[src/rtl/controlador_lcd.sv]
// HD44780 write-only controller, 8-bit mode.
// Sequence: power-up wait, four-command init, then upstream writes.
// Optional macro LCD_CLEAR_DELAY_EN: clear/home instructions get the long
// 2000 us transfer time instead of 50 us.
module controlador_lcd #(
  parameter int unsigned CLK_FREQ_MHZ = 50,
  parameter int unsigned POWERUP_US   = 50000
) (
  input  logic       clk,
  input  logic       rst,
  input  logic       lcd_enable,
  input  logic [9:0] lcd_bus,
  output logic       busy,
  output logic       lcd_rs,
  output logic       lcd_rw,
  output logic       lcd_e,
  output logic [7:0] lcd_data,
  output logic       lcd_on
);

  localparam int unsigned F       = CLK_FREQ_MHZ;
  localparam int unsigned PU_CYC  = POWERUP_US * F;
  localparam int unsigned T_STD   = 50 * F;
  localparam int unsigned T_CLR   = 2000 * F;
  localparam int unsigned MAX_CNT = (PU_CYC > T_CLR) ? PU_CYC : T_CLR;
  localparam int unsigned CW      = ($clog2(MAX_CNT + 1) > 22) ? $clog2(MAX_CNT + 1) : 22;

  typedef enum logic [1:0] {POWER_UP, INIT, READY, SEND} state_t;

  state_t        state_q, state_d;
  logic [CW-1:0] cnt_q, cnt_d;
  logic [1:0]    step_q, step_d;
  logic          rs_q, rs_d, rw_q, rw_d;
  logic [7:0]    data_q, data_d;
  logic [CW-1:0] t_last;

  function automatic logic [7:0] init_cmd(input logic [1:0] s);
    case (s)
      2'd0:    return 8'h38;
      2'd1:    return 8'h0C;
      2'd2:    return 8'h01;
      default: return 8'h06;
    endcase
  endfunction

  // Final count value of the transfer in progress (T-1).
`ifdef LCD_CLEAR_DELAY_EN
  assign t_last = (!rs_q && (data_q == 8'h01 || data_q == 8'h02)) ? CW'(T_CLR - 1) : CW'(T_STD - 1);
`else
  assign t_last = CW'(T_STD - 1);
`endif

  // State, counter and latched bus registers.
  always_ff @(posedge clk) begin
    if (rst) begin
      state_q <= POWER_UP;
      cnt_q   <= '0;
      step_q  <= '0;
      rs_q    <= 1'b0;
      rw_q    <= 1'b0;
      data_q  <= '0;
    end else begin
      state_q <= state_d;
      cnt_q   <= cnt_d;
      step_q  <= step_d;
      rs_q    <= rs_d;
      rw_q    <= rw_d;
      data_q  <= data_d;
    end
  end

  // Next-state logic. INIT steps reuse the SEND timing directly, loading the
  // next command as each step ends so the bus is valid from n=0.
  always_comb begin
    state_d = state_q;
    cnt_d   = cnt_q;
    step_d  = step_q;
    rs_d    = rs_q;
    rw_d    = rw_q;
    data_d  = data_q;
    case (state_q)
      POWER_UP: begin
        if (cnt_q == CW'(PU_CYC - 1)) begin
          state_d = INIT;
          cnt_d   = '0;
          step_d  = '0;
          rs_d    = 1'b0;
          rw_d    = 1'b0;
          data_d  = init_cmd(2'd0);
        end else begin
          cnt_d = cnt_q + 1'b1;
        end
      end
      INIT, SEND: begin
        if (cnt_q == t_last) begin
          cnt_d = '0;
          if (state_q == INIT && step_q != 2'd3) begin
            step_d = step_q + 2'd1;
            data_d = init_cmd(step_q + 2'd1);
          end else begin
            state_d = READY;
          end
        end else begin
          cnt_d = cnt_q + 1'b1;
        end
      end
      READY: begin
        if (lcd_enable) begin
          state_d = SEND;
          cnt_d   = '0;
          rs_d    = lcd_bus[9];
          rw_d    = lcd_bus[8];
          data_d  = lcd_bus[7:0];
        end
      end
      default: state_d = POWER_UP;
    endcase
  end

  assign lcd_e    = (state_q == INIT || state_q == SEND) &&
                    (cnt_q >= CW'(F)) && (cnt_q < CW'(15 * F));
  assign busy     = (state_q != READY);
  assign lcd_rs   = rs_q;
  assign lcd_rw   = rw_q;
  assign lcd_data = data_q;
  assign lcd_on   = 1'b1;

endmodule

[config.mk]
export PLATFORM = sky130hd
export DESIGN_NAME = controlador_lcd
export DESIGN_NICKNAME = d
export VERILOG_FILES = /design/src/rtl/controlador_lcd.sv
export SDC_FILE = /design/constraint.sdc
export NUM_CORES = 1
export LEC_CHECK = 0
export CAP_MARGIN = 20
export CORE_MARGIN = 2
export CORE_UTILIZATION = 45
export DETAILED_ROUTE_END_ITERATION = 10
export GPL_ROUTABILITY_DRIVEN = 0
export PLACE_DENSITY = 0.67
export SLEW_MARGIN = 20
export SYNTH_ARGS = -nofsm -noshare
export SYNTH_HDL_FRONTEND = slang
export SYNTH_SLANG_ARGS = --single-unit
[constraint.sdc]
create_clock -name clk -period 3.74 [get_ports clk]
set_input_delay 0.748 -clock clk [delete_from_list [all_inputs] [get_ports clk]]
set_output_delay 0.748 -clock clk [all_outputs]
set_load 0.03 [all_outputs]
==> reports/results.ini <==
[run_status]
status = complete, no violations

[timing]
skew_ps = 3.49
tightest_slew_ps = 736
min_period_ps = 2980
max_slew_margin_pct = 50.9
grt_setup_unrepaired = no
setup-tns-final_ps = 0
report.final.slew_viol_count = 0
setup_viol = 0
worst_hold_slack_ps = 465
finalCritPeriodShare_pct = 79.7
final_hold_viol_count = 0
max_freq_mhz = 336

[global_route]
grt_max_degree = 23
antenna_found_initial = 0
grt_pass1_wl_um = 7010
grt-ovfl-total = 0
grt_pass1_vias = 1480
track_usage_pct = 17.7

[logic_synthesis]
synthDistinctLibCells = 48
synth_area_leaders = dfxtp_1, xnor2_1, nor2_1
postSynthRegisterBits = 36
yosysTopAreaCellShare_pct = 36.9
synth.cell_area_um2 = 1950
yosysWarnings = 0
yosys.area.top_type = dfxtp_1
synth_nets = 246
synth_edf_count = 0
ys_seq_area_share_pct = 36.9
synthArstFlopShare_pct = 0
avgSynthCellArea_um2 = 8.56
syn_inst = 228
synthFlopType = dfxtp_1

[finish]
final-seq-area_um2 = 721
nets = 263
area_delta_synth_final_pct = 16.6
multiInputGateArea_um2 = 1120
layout-drive-gt1-share_pct = 7.72
final_common_cell = dfxtp_1
final_area_um2 = 2270
final_cell_mix = dfxtp_1, nor2_1, clkdlybuf4s50_1, nand2_1, xnor2_1
antenna_cells = 0
nFillCells = 394

[detailed_routing]
drc_errors = 0
drt_pre_antenna_iters = 4
route.vias.total = 1650
drt_iter0_markers = 96
drt-total-wl_um = 4060
viasPerCell = 5.57
ant_nets = 0
routedWlPerCell_um = 13.7

[clock_network]
cts_setup_buffers = 0
cts.sinks = 36
ctsHoldBuffers = 0
cts_htree_levels = 2
clock_latency_ps = 280
cts_tree = built
clk_pin_slew_worst_paths_ps = 70
cts_buffers = 5
clockRootBuffer = clkbuf_8
cts_buffer_depth = 2
postCtsResizedCells = 0

[critical_path]
crit_start = state_q[0]
cp_slowest_cell = clkdlybuf4s50_1
rr_startpoint = cnt_q[2]
required_ps = 2990
critPathCaptureType = output pin
slowest_delay_ps = 730
path_delay_family = buffers and inverters
cp_max_fo = 13
critPathKind = flip-flop to output pin
r2r_slack_ps = 1510
path_cells = nor2b_1 > nand4_1 > nor4b_1 > clkdlybuf4s50_1
cp.arrival_ps = 2230
start_kind = flip-flop
path_buf_inv = 1

[floorplanning]
pin_count = 26
die_w_um = 69.8
start_util_pct = 47.7
rows = 23
die_h_um = 69.8
design.die.area_um2 = 4880
coreArea_um2 = 4090

[min_path]
holdCritPathClass = flip-flop to flip-flop
worstHoldStart = lcd_data[3]

[power]
powerDensity_nw_per_um2 = 310
ir_worst_vdd_uv = 227
p_leak_uw = 0.000738

[job]
drv_cap = 0

[placed_design]
dpl.hpwl_um = 2850
port_buffers = 24
place_area_um2 = 2180

==> power breakdown <==
part           internal [uW]  total [uW]  leakage (uW)  switching [uW]
Clock                    150         282     0.0000455             132
Combinational           16.4        32.6      0.000402            16.1
Sequential               386         391      0.000290            4.78
==> worst paths after layout <==
kind                                     to  cells past startpoint
worst max-delay path                  lcd_e                      4
worst min-delay path            lcd_data[3]                      2
worst max register to register    cnt_q[18]                      5
worst min register to register  lcd_data[3]                      2
==> metal layers <==
| layer | GRT usage [%] | wire [um] | up-vias |
|---|---|---|---|
| li1 | - | - | 856 |
| met4 | 5.13 | 20 | 0 |
| met2 | 25.6 | 1800 | 38 |
| met1 | 25.4 | 2020 | 754 |
| met5 | 0 | 0 | - |
| met3 | 5.23 | 206 | 2 |
==> layout make-up <==
cell class	count	share of cell area, %
multi-input cells	168	49.2
flip-flops and latches	36	31.7
repair buffers	25	10.9
inverters	9	1.49
clock buffers	8	3.96
well taps	50	2.75
==> flip-flops by register name, indices dropped and copies added, names as in the netlist <==
name	count
step_q	2
lcd_rw	1
lcd_rs	1
cnt_q	22
lcd_data	8
state_q	2
==> worst register-to-register path, delay by kind of cell, from the launching register on <==
| family | cells | cell delay (ps) |
|---|---|---|
| AND/OR/NAND/NOR | 3 | 790 |
| flip-flops | 1 | 460 |
| AO/OA/AOI/OAI | 2 | 840 |
==> per-stage QoR <==
stage          setup slack [ps]  util (%)  total power [uW]  cells
2_1_floorplan              1130         -               416    228
3_3_place_gp               1030      53.5               431    288
3_5_place_dp                983      53.5               432    288
4_1_cts                     721      55.7               714    296
5_1_grt                     518      55.7               740    296
6_report                    760      55.7               705    296
==> Yosys cell counts (4+ instances only) <==
cell,instances
a31oi_1,5
buf_2,4
clkbuf_1,8
dfxtp_1,36
ha_1,5
inv_1,9
nand2_1,17
nand3_1,9
nand4_1,7
nor2_1,32
nor2b_1,5
nor3_1,6
nor4_1,11
xnor2_1,16
xor2_1,5
==> cell families (layout without fill, tap and decap cells) <==
| group | count (synthesis) | in the layout | synth area share (%) |
|---|---|---|---|
| xor+xnor | 21 | 21 | 9.43 |
| compound gates | 28 | 28 | 11.2 |
| fa+ha+maj | 5 | 5 | 3.21 |
| flops | 36 | 36 | 36.9 |
| simple gates | 107 | 107 | 30.1 |
| buf+inv | 24 | 42 | 5.64 |
| mux | 6 | 6 | 3.27 |
| other cells | 1 | 1 | 0.192 |
Note: power is estimated with default switching activity, not from simulation.
==> RTL change, RTL diff (config.mk and constraints unchanged) <==
The parameter `CLK_FREQ_MHZ` goes from 50 to 100.
--- a/src/rtl/controlador_lcd.sv
+++ b/src/rtl/controlador_lcd.sv
@@ -3,7 +3,7 @@
 // Optional macro LCD_CLEAR_DELAY_EN: clear/home instructions get the long
 // 2000 us transfer time instead of 50 us.
 module controlador_lcd #(
-  parameter int unsigned CLK_FREQ_MHZ = 50,
+  parameter int unsigned CLK_FREQ_MHZ = 100,
   parameter int unsigned POWERUP_US   = 50000
 ) (
   input  logic       clk,
Formal check against the unedited RTL: same outputs for any inputs over 10 cycles, from zero or initial values and one cycle with rst high; that may be too few to reach the edited logic, so the function may still have changed.
==> RTL change against the unedited design <==
Clock power fell by 4%. Setup slack got worse by 0.24 ns. Power increased by 0.32%. Routed wire length rose by 1.9%. Sequential share of layout area increased by 0.37 points. Non-clock buffer count is 2 higher. Sequential cell count grew 1. Area after synthesis increased by 0.83%. Final area is 1.6% higher. Critical path type unchanged. Largest cell class unchanged.
==> RTL change: results (changes against the unedited design) <==
Finish
  • Non-clk buf share: 11.37% (+0.48 points)
  • Register area: 740.7 um^2 (+2.8%)
  • Invs w/o clock: 8 (-1)
  • Fill cell count: 430 (+9.1%)
  • Non-CTS buffers: 27 (+8.0%)
  • Layout cell share with drive strength beyond 1: 6.693% (-1.0 points)
  • Post-route insts no fill: 306 (+3.4%)
  • Multi-input gate share of the layout cell area: 48.89% (-0.34 points)
  • Antenna cell count: 0 (unchanged)
  • Post-layout nets: 271 (+3.0%)
  • #MultiIn Comb: 174 (+3.6%)
  • Max FFs per register: 23 (+4.5%)
  • ClkCell Share: 3.573% (-0.39 points)
  • Sequential cell count: 37 (+2.8%)
  • Clock buffers: 6 (-2)

Critical path
  • Reg2reg setup slack: 1.24 ns (-0.27 ns)
  • Worst r2r dst: cnt_q[3]
  • Largest fanout on the critical path: 5 (-8)
  • Crit path DAT: 2.47 ns (+0.24 ns)
  • Delay-heaviest family, CP: simple AND/OR/NAND/NOR gates
  • Slowest library cell on the worst path: clkdlybuf4s50_1
  • Worst r2r src: cnt_q[15]
  • Critical Path Start: cnt_q[18]

Detailed routing
  • DRT iter0 DRCs: 126 (+31%)
  • Via count: 1,737 (+5.3%)
  • Drt total wl: 4134 um (+1.9%)

Logic synthesis
  • Syn Inst Count: 233 (+2.2%)
  • Compound-Gate Fraction of Synth Area: 13.93% (+2.8 points)
  • Sequential fraction of the synthesis area: 37.66% (+0.71 points)
  • Commonest cells post-synth: dfxtp_1 (37), nor2_1 (30), xor2_1 (18), nand4_1 (14), a21oi_1 (12)
  • Adder-Cell Fraction of Synth Area: 3.181% (-0.027 points)
  • Top post-synthesis cells by area: dfxtp_1 (38%), xor2_1 (8.0%), nor2_1 (5.7%)
  • Mapped Nets: 251 (+2.0%)
  • Number of distinct library cells after synthesis: 51 (+6.3%)
  • Mux contribution to synthesized area: 0.5089% (-2.8 points)
  • Synth Area in XOR/XNOR: 9.796% (+0.37 points)

Pwr
  • Peak VDD IR: 187.3 uV (-18%)
  • P_comb: 0.0000371 W (+14%)
  • P_int: 0.0005437 W (-1.6%)
  • P_leak: 0.7917 nW (+7.3%)
  • Pwr dens: 306.1 mW/mm^2 (-1.3%)

Min path
  • Worst Hold Launch: lcd_rs
  • Hold depth: 1 (-1)
  • Hold EP: lcd_rs

Global route
  • Largest net degree at the start of global routing: 24 (+4.3%)
  • Tot GR Track Use: 17.80% (+0.064 points)
  • First-pass GRT wire length: 7079 um (+0.98%)
  • Vias in the first global route: 1,574 (+6.4%)

Timing
  • Setup WS post-layout: 0.5201 ns (-0.2400 ns)
  • Hold slack: 0.4825 ns (+0.01771 ns)
  • Worst-Margin Slew: 0.6721 ns (-0.06443 ns)
  • Clk_skew: 0.003695 ns (+0.0002096 ns)

Run status
  • Status: finished clean

Clocking
  • Skew-Pair Late Insertion Delay: 0.29 ns
  • CTS Buf Count: 5 (unchanged)

Placed design
  • DP HPWL: 2923 um (+2.4%)
  • Setup Slack @ Placement: 0.8369 ns (-0.1457 ns)
  • Post-Place Cells: 298 (+3.5%)
RTL change: cell count changes after synthesis, moves of 3 or more:
cell | before | now
xnor2_1 | 16 | 4
a21oi_1 | 0 | 12
a31oi_1 | 5 | 1
o21ai_0 | 2 | 5
mux2_2 | 3 | 0
buf_2 | 4 | 0
and3_1 | 1 | 8
xor2_1 | 5 | 18
nand4_1 | 7 | 14
nand2_1 | 17 | 9
nor4_1 | 11 | 5
RTL change: layer usage:
layer | vias to the layer above | global-route usage [%] | wire [um]
li1 | 879 | - | -
met2 | 48 | 27.94 | 1833
met3 | 4 | 4.473 | 205
met1 | 806 | 24.28 | 2042
met4 | 0 | 5.128 | 53
met5 | - | 0 | 0
RTL change: through the flow:
step           instance area [um^2]  utilization, %
3_3_place_gp                   2223           51.78
3_5_place_dp                   2223           51.78
6_report                       2311           53.82
2_1_floorplan                  1967               -
5_1_grt                        2311           53.82
4_1_cts                        2306           53.70
